$ cat src/rtl/spi_slave_sync.sv
// SPI slave that oversamples sclk/cs/mosi in the system clock domain.
// Supports all four SPI modes, either bit order, multi-word frames and a one-deep transmit holding register.
module spi_slave_sync #(
  parameter int DATA_WIDTH  = 8,
  parameter bit LSB_FIRST   = 1'b0,
  parameter int SYNC_STAGES = 2
) (
  input  logic                  clk,
  input  logic                  rst,
  input  logic [1:0]            mode,
  input  logic                  sclk,
  input  logic                  cs,
  input  logic                  mosi,
  output logic                  miso,
  output logic                  miso_oe,
  input  logic [DATA_WIDTH-1:0] tx_data,
  input  logic                  tx_valid,
  output logic                  tx_ready,
  output logic [DATA_WIDTH-1:0] rx_data,
  output logic                  rx_valid,
  output logic                  tx_underrun,
  output logic                  frame_abort,
  output logic                  busy
);
  localparam int CNT_W = $clog2(DATA_WIDTH + 1);

  logic [SYNC_STAGES-1:0] r_sclk_sync, r_cs_sync, r_mosi_sync;
  logic                   r_sclk_d, r_cs_d;
  logic                   r_cpol, r_cpha, r_busy;
  logic [CNT_W-1:0]       r_cnt;
  logic                   r_done;
  logic [DATA_WIDTH-1:0]  r_rx_sr, r_rx_data;
  logic                   r_rx_valid, r_abort;
  logic [DATA_WIDTH-1:0]  r_hold, r_tx_sr;
  logic                   r_hold_full, r_miso, r_underrun;

  logic                   w_sclk_s, w_cs_s, w_mosi_s;
  logic                   w_sclk_edge, w_lead, w_trail, w_sample, w_shift;
  logic                   w_cs_fall, w_cs_rise, w_word_last, w_load;
  logic [DATA_WIDTH-1:0]  w_load_src;
  logic                   w_no_data;

  function automatic logic first_bit(input logic [DATA_WIDTH-1:0] w);
    return LSB_FIRST ? w[0] : w[DATA_WIDTH-1];
  endfunction

  function automatic logic [DATA_WIDTH-1:0] tx_advance(input logic [DATA_WIDTH-1:0] w);
    return LSB_FIRST ? {1'b0, w[DATA_WIDTH-1:1]} : {w[DATA_WIDTH-2:0], 1'b0};
  endfunction

  function automatic logic [DATA_WIDTH-1:0] rx_insert(input logic [DATA_WIDTH-1:0] w,
                                                      input logic b);
    return LSB_FIRST ? {b, w[DATA_WIDTH-1:1]} : {w[DATA_WIDTH-2:0], b};
  endfunction

  // Synchronisers plus one-flop history of the last stage for edge detection
  always_ff @(posedge clk or posedge rst) begin
    if (rst) begin
      r_sclk_sync <= '0;
      r_cs_sync   <= '0;
      r_mosi_sync <= '0;
      r_sclk_d    <= 1'b0;
      r_cs_d      <= 1'b0;
    end else begin
      r_sclk_sync <= {r_sclk_sync[SYNC_STAGES-2:0], sclk};
      r_cs_sync   <= {r_cs_sync[SYNC_STAGES-2:0], cs};
      r_mosi_sync <= {r_mosi_sync[SYNC_STAGES-2:0], mosi};
      r_sclk_d    <= w_sclk_s;
      r_cs_d      <= w_cs_s;
    end
  end

  assign w_sclk_s    = r_sclk_sync[SYNC_STAGES-1];
  assign w_cs_s      = r_cs_sync[SYNC_STAGES-1];
  assign w_mosi_s    = r_mosi_sync[SYNC_STAGES-1];
  assign w_cs_fall   = r_cs_d & ~w_cs_s;
  assign w_cs_rise   = ~r_cs_d & w_cs_s;
  assign w_sclk_edge = r_busy & (w_sclk_s ^ r_sclk_d);
  assign w_lead      = w_sclk_edge & (w_sclk_s != r_cpol);
  assign w_trail     = w_sclk_edge & (w_sclk_s == r_cpol);
  assign w_sample    = r_cpha ? w_trail : w_lead;
  assign w_shift     = r_cpha ? w_lead : w_trail;
  assign w_word_last = (r_cnt == CNT_W'(DATA_WIDTH - 1));

  // A word starts at frame start (CPHA=0) or on the first shift edge of a word
  always_comb begin
    w_load = 1'b0;
    if (w_cs_fall)
      w_load = ~mode[0];
    else if (!w_cs_rise)
      w_load = w_shift && (r_cnt == '0);
  end

  always_comb begin
    w_load_src = '0;
    w_no_data  = 1'b0;
    if (r_hold_full)
      w_load_src = r_hold;
    else if (tx_valid)
      w_load_src = tx_data;
    else
      w_no_data = 1'b1;
  end

  always_ff @(posedge clk or posedge rst) begin
    if (rst) begin
      r_cpol <= 1'b0;
      r_cpha <= 1'b0;
      r_busy <= 1'b0;
    end else if (w_cs_fall) begin
      r_cpol <= mode[1];
      r_cpha <= mode[0];
      r_busy <= 1'b1;
    end else if (w_cs_rise) begin
      r_busy <= 1'b0;
    end
  end

  // Receive path: the counter wraps one clk after the last sample, together with rx_valid
  always_ff @(posedge clk or posedge rst) begin
    if (rst) begin
      r_cnt      <= '0;
      r_done     <= 1'b0;
      r_rx_sr    <= '0;
      r_rx_data  <= '0;
      r_rx_valid <= 1'b0;
      r_abort    <= 1'b0;
    end else begin
      r_done     <= 1'b0;
      r_rx_valid <= 1'b0;
      r_abort    <= 1'b0;
      if (w_sample) begin
        r_rx_sr <= rx_insert(r_rx_sr, w_mosi_s);
        r_cnt   <= r_cnt + CNT_W'(1);
        r_done  <= w_word_last;
      end
      if (r_done) begin
        r_rx_data  <= r_rx_sr;
        r_rx_valid <= 1'b1;
        r_cnt      <= '0;
      end
      if (w_cs_fall)
        r_cnt <= '0;
      if (w_cs_rise) begin
        r_cnt   <= '0;
        r_abort <= r_busy && (r_cnt != '0) && !r_done && !(w_sample && w_word_last);
      end
    end
  end

  // Transmit path: holding register, shift register and registered miso
  always_ff @(posedge clk or posedge rst) begin
    if (rst) begin
      r_hold      <= '0;
      r_hold_full <= 1'b0;
      r_tx_sr     <= '0;
      r_miso      <= 1'b0;
      r_underrun  <= 1'b0;
    end else begin
      r_underrun <= 1'b0;
      if (w_load) begin
        r_tx_sr     <= tx_advance(w_load_src);
        r_miso      <= first_bit(w_load_src);
        r_underrun  <= w_no_data;
        r_hold_full <= 1'b0;
      end else if (w_shift) begin
        r_tx_sr <= tx_advance(r_tx_sr);
        r_miso  <= first_bit(r_tx_sr);
      end
      if (tx_valid && !r_hold_full && !w_load) begin
        r_hold      <= tx_data;
        r_hold_full <= 1'b1;
      end
      if (w_cs_rise)
        r_miso <= 1'b0;
    end
  end

  assign miso        = r_miso;
  assign miso_oe     = r_busy;
  assign busy        = r_busy;
  assign tx_ready    = ~r_hold_full;
  assign rx_data     = r_rx_data;
  assign rx_valid    = r_rx_valid;
  assign tx_underrun = r_underrun;
  assign frame_abort = r_abort;

endmodule

$ cat config.mk
export PLATFORM = sky130hd
export DESIGN_NAME = spi_slave_sync
export DESIGN_NICKNAME = d
export VERILOG_FILES = /design/src/rtl/spi_slave_sync.sv
export SDC_FILE = /design/constraint.sdc
export NUM_CORES = 1
export LEC_CHECK = 0
export CAP_MARGIN = 20
export CORE_ASPECT_RATIO = 0.9
export CORE_MARGIN = 2
export CORE_UTILIZATION = 36
export CTS_CLUSTER_SIZE = 24
export DETAILED_ROUTE_END_ITERATION = 16
export SYNTH_ARGS = -nofsm -noshare
export SYNTH_HDL_FRONTEND = slang
export SYNTH_SLANG_ARGS = --single-unit
$ cat constraint.sdc
create_clock -name clk -period 2.9 [get_ports clk]
set_input_delay 0.58 -clock clk [delete_from_list [all_inputs] [get_ports clk]]
set_output_delay 0.58 -clock clk [all_outputs]
set_load 0.05 [all_outputs]
==> impl_metrics.py <==
metrics = {
    "power": {
        "post-layout-total-power_mw": 1.88,
        "part_of_the_total_power_dissipated_in_combinational_logic_pct": 21.2,
        "p_switching_uw": 547,
        "p_seq_share_pct": 52.4,
        "switching_share_pct": 29.0,
        "peakVddDrop_uv": 241,
        "p_int_mw": 1.34,
        "power_per_cell_area_nw_per_um2": 711,
        "p_leak_nw": 1.21,
        "p_clk_share_pct": 26.4,
    },
    "critical_path": {
        "critical_path.reg2reg.startpoint": "r_cpha",
        "critical_path.max_stage_delay_ps": 800,
        "worstReg2RegEnd": "r_hold[5]",
        "critPathKind": "reg -> out",
        "path_delay_family": "buffers and inverters",
        "rrSetupSlack_ps": 660,
        "path_buf_inv": 2,
        "cp-start-kind": "flip-flop",
        "setup.worst_path.end_class": "primary output",
        "critical_path.slowest_cell": "clkdlybuf4s50_1",
        "worstSetupPathDepth": 2,
        "timing.critical_path.required_ps": 2320,
        "reg2reg_depth": 5,
        "critical_path_fanouts_max": 12,
        "path_cells": "inv_1 > clkdlybuf4s50_1",
        "worstPathArrival_ps": 1750,
    },
    "sta": {
        "setup_viol": 0,
        "clock-skew-final_ps": 4.93,
        "rsz0062_at_grt": "false",
        "fin_crit_ps": 2330,
        "worst-slew-pin-transition_ps": 532,
        "timing.setup.tns_ps": 0,
        "slew_headroom_pct": 64.5,
        "finalCritPeriodShare_pct": 80.2,
        "timing.final.hold_violations": 0,
        "achievable-frequency_ghz": 0.430,
        "final_max_slew_viol_count": 0,
    },
    "logic_synthesis": {
        "share_of_flip_flops_with_an_asynchronous_set_or_reset_after_synthesis_pct": 100,
        "synthesis.area_sq_um": 2180,
        "distinct_cell_type_count_of_the_synthesized_netlist": 34,
        "ys.flop_type": "dfrtp_1",
        "synth_largest_area_cell": "dfrtp_1",
        "synth_area_leaders": "dfrtp_1 (60%), mux2_2 (14%), mux2i_1 (4.6%), a221oi_1 (2.8%), ha_1 (2.3%)",
        "yosys_register_bits": 52,
        "synth.net_count": 179,
        "synth_enable_flop_cells": 0,
        "yosysTopAreaCellShare_pct": 59.6,
        "synth_sequential_area_ratio_pct": 59.6,
        "synth_area_per_cell_sq_um": 13.7,
        "post_synth_inst_count": 159,
        "synthesis.yosys.warnings": 0,
    },
    "cells_and_area": {
        "stdcell_area_sq_um": 2650,
        "area.growth.synth_to_final_pct": 21.4,
        "layout.cells.most_common_list": "dfrtp_1 (52), clkdlybuf4s50_1 (30), mux2_2 (27)",
        "mostFrequentLayoutCell": "dfrtp_1",
        "final_layout_size_suffix_gt1_share_pct": 21.9,
        "antenna_diode_instance_count": 0,
        "num-nets-final": 211,
    },
    "job": {
        "maxCapViolCount": 0,
    },
    "global_route": {
        "grt_pass1_vias": 1422,
        "grt_pass1_wl_um": 6690,
        "globalRouteTotalUtil_pct": 12.8,
        "largest_net_degree_at_the_start_of_global_routing": 21,
        "globalRouteOverflowTotal": 0,
        "grt_antenna_before_repair": 0,
    },
    "clock_network": {
        "num_clock_sinks": 52,
        "cts_made_buffers": 5,
        "tritoncts_clock_tree": "yes",
        "cts_hold_buffers": 0,
        "post-cts-setup-buffer-count": 0,
        "cts_max_level": 2,
        "cts_resized": 0,
        "clockRootBuffer": "clkbuf_8",
        "clk_pin_slew_ps": 90,
        "clkLatencyLatePin_ps": 310,
        "clock_path_buffers": 2,
    },
    "detailed_routing": {
        "met1Wirelength_um": 1870,
        "routed.top_layer": "met4",
        "1st_pass_router_iterations": 4,
        "avgRoutedWirePerCell_um": 15.5,
        "antenna_violating_nets_post_route": 0,
        "wl_um": 4060,
        "drt_iter0_drc": 62,
        "dr_wl_met3_um": 177,
        "drc_violations_left": 0,
        "vias": 1366,
        "met2WireLength_um": 1920,
        "vias_per_cell": 5.21,
    },
    "placed_design": {
        "port-buffer-count": 30,
        "postPlaceCellArea_sq_um": 2540,
        "gp_congestion": 0.938,
        "dp_hpwl_um": 2990,
    },
    "die": {
        "coreArea_sq_um": 5760,
        "row_count": 26,
        "initial_utilization_pct": 37.9,
        "die_w_um": 86.1,
        "io-pin-count": 31,
        "die_area_sq_um": 6700,
        "chipHeight_um": 77.9,
    },
    "min_path": {
        "min_path_type": "reg -> reg",
        "hold_depth": 0,
        "worstHoldEndpoint": "r_mosi_sync[1]",
        "hold_start": "r_mosi_sync[0]",
    },
    "run_status": {
        "run_status": "finished clean",
    },
}
per-layer routing:
| layer | GRT usage, % | vias to the layer above |
|---|---|---|
| met5 | 0 | - |
| met4 | 5.87 | 0 |
| met3 | 3.83 | 8 |
| met2 | 18.6 | 36 |
| met1 | 17.5 | 690 |
| li1 | - | 632 |
cell families (layout without fill, tap and decap cells):
kind of cell,after synthesis,after routing,share of synthesized area [%]
AO/OA/AOI/OAI,24,24,8.25
XOR/XNOR,2,2,0.802
AND/OR/NAND/NOR,20,20,5.33
buffers and inverters,19,52,4.53
multiplexers,38,38,19.2
adder cells (fa/ha/maj),4,4,2.29
flip-flops,52,52,59.6
area by class of cell:
cell class / instances / area [sq um]
clock buffers: 5 / 68.8
well taps: 70 / 87.6
multi-input cells: 88 / 783
repair buffers: 34 / 330
inverters: 10 / 37.5
fillers: 521 / 3110
flip-flops and latches: 52 / 1300
clock inverters: 3 / 42.5
registers in the layout, indices dropped and copies added (netlist names), 2 cells and up:
signal / count
r_cnt: 4
r_cs_sync: 2
r_hold: 8
r_mosi_sync: 2
r_rx_sr: 8
r_sclk_sync: 2
r_tx_sr: 7
rx_data: 8
per-stage QoR:
step	util [%]	hold slack (ps)	std cells	setup slack, ps
2_1_floorplan	-	331	159	680
3_3_place_gp	44.1	333	254	746
3_5_place_dp	44.1	335	254	657
4_1_cts	46.0	358	262	569
5_1_grt	46.0	369	262	470
6_report	46.0	355	262	573
power by group through the flow:
| stage | registers, mW | clock network [mW] | logic [mW] |
|---|---|---|---|
| after floorplan | 0.991 | 0 | 0.278 |
| after global placement | 0.989 | 0 | 0.382 |
| after detailed placement | 1.00 | 0 | 0.402 |
| after CTS | 0.986 | 0.508 | 0.403 |
| after global routing | 1.01 | 0.539 | 0.435 |
| final | 0.987 | 0.498 | 0.399 |
Yosys cell counts, types with 2 or more instances:
| cell type | instances |
|---|---|
| inv_1 | 10 |
| buf_6 | 3 |
| mux2_2 | 27 |
| mux2i_1 | 10 |
| nand3b_1 | 2 |
| nor3_1 | 2 |
| clkbuf_1 | 3 |
| a221oi_1 | 7 |
| nand3_1 | 4 |
| nand2_1 | 5 |
| o21ai_0 | 2 |
| dfrtp_1 | 52 |
| ha_1 | 4 |
| nand2b_1 | 3 |
| a21oi_1 | 6 |
worst max-delay path by stage:
stage	start	to	slack, ps
6_report	r_hold_full	tx_ready	570
5_1_grt	r_cpha	r_tx_sr[6]	470
4_1_cts	r_hold_full	tx_ready	570
3_5_place_dp	r_cpha	r_hold[1]	660
3_3_place_gp	mode[0]	r_hold[2]	750
2_1_floorplan	busy	r_hold[0]	680
worst reg2reg max path, stage by stage, from the launching register on:
cell and delay (ps):
dfrtp_1 390, xor2_1 300, mux2_4 420, o41a_1 490, nand2_4 190, mux2_2 360
No activity file was read; power rests on OpenSTA's default activity.
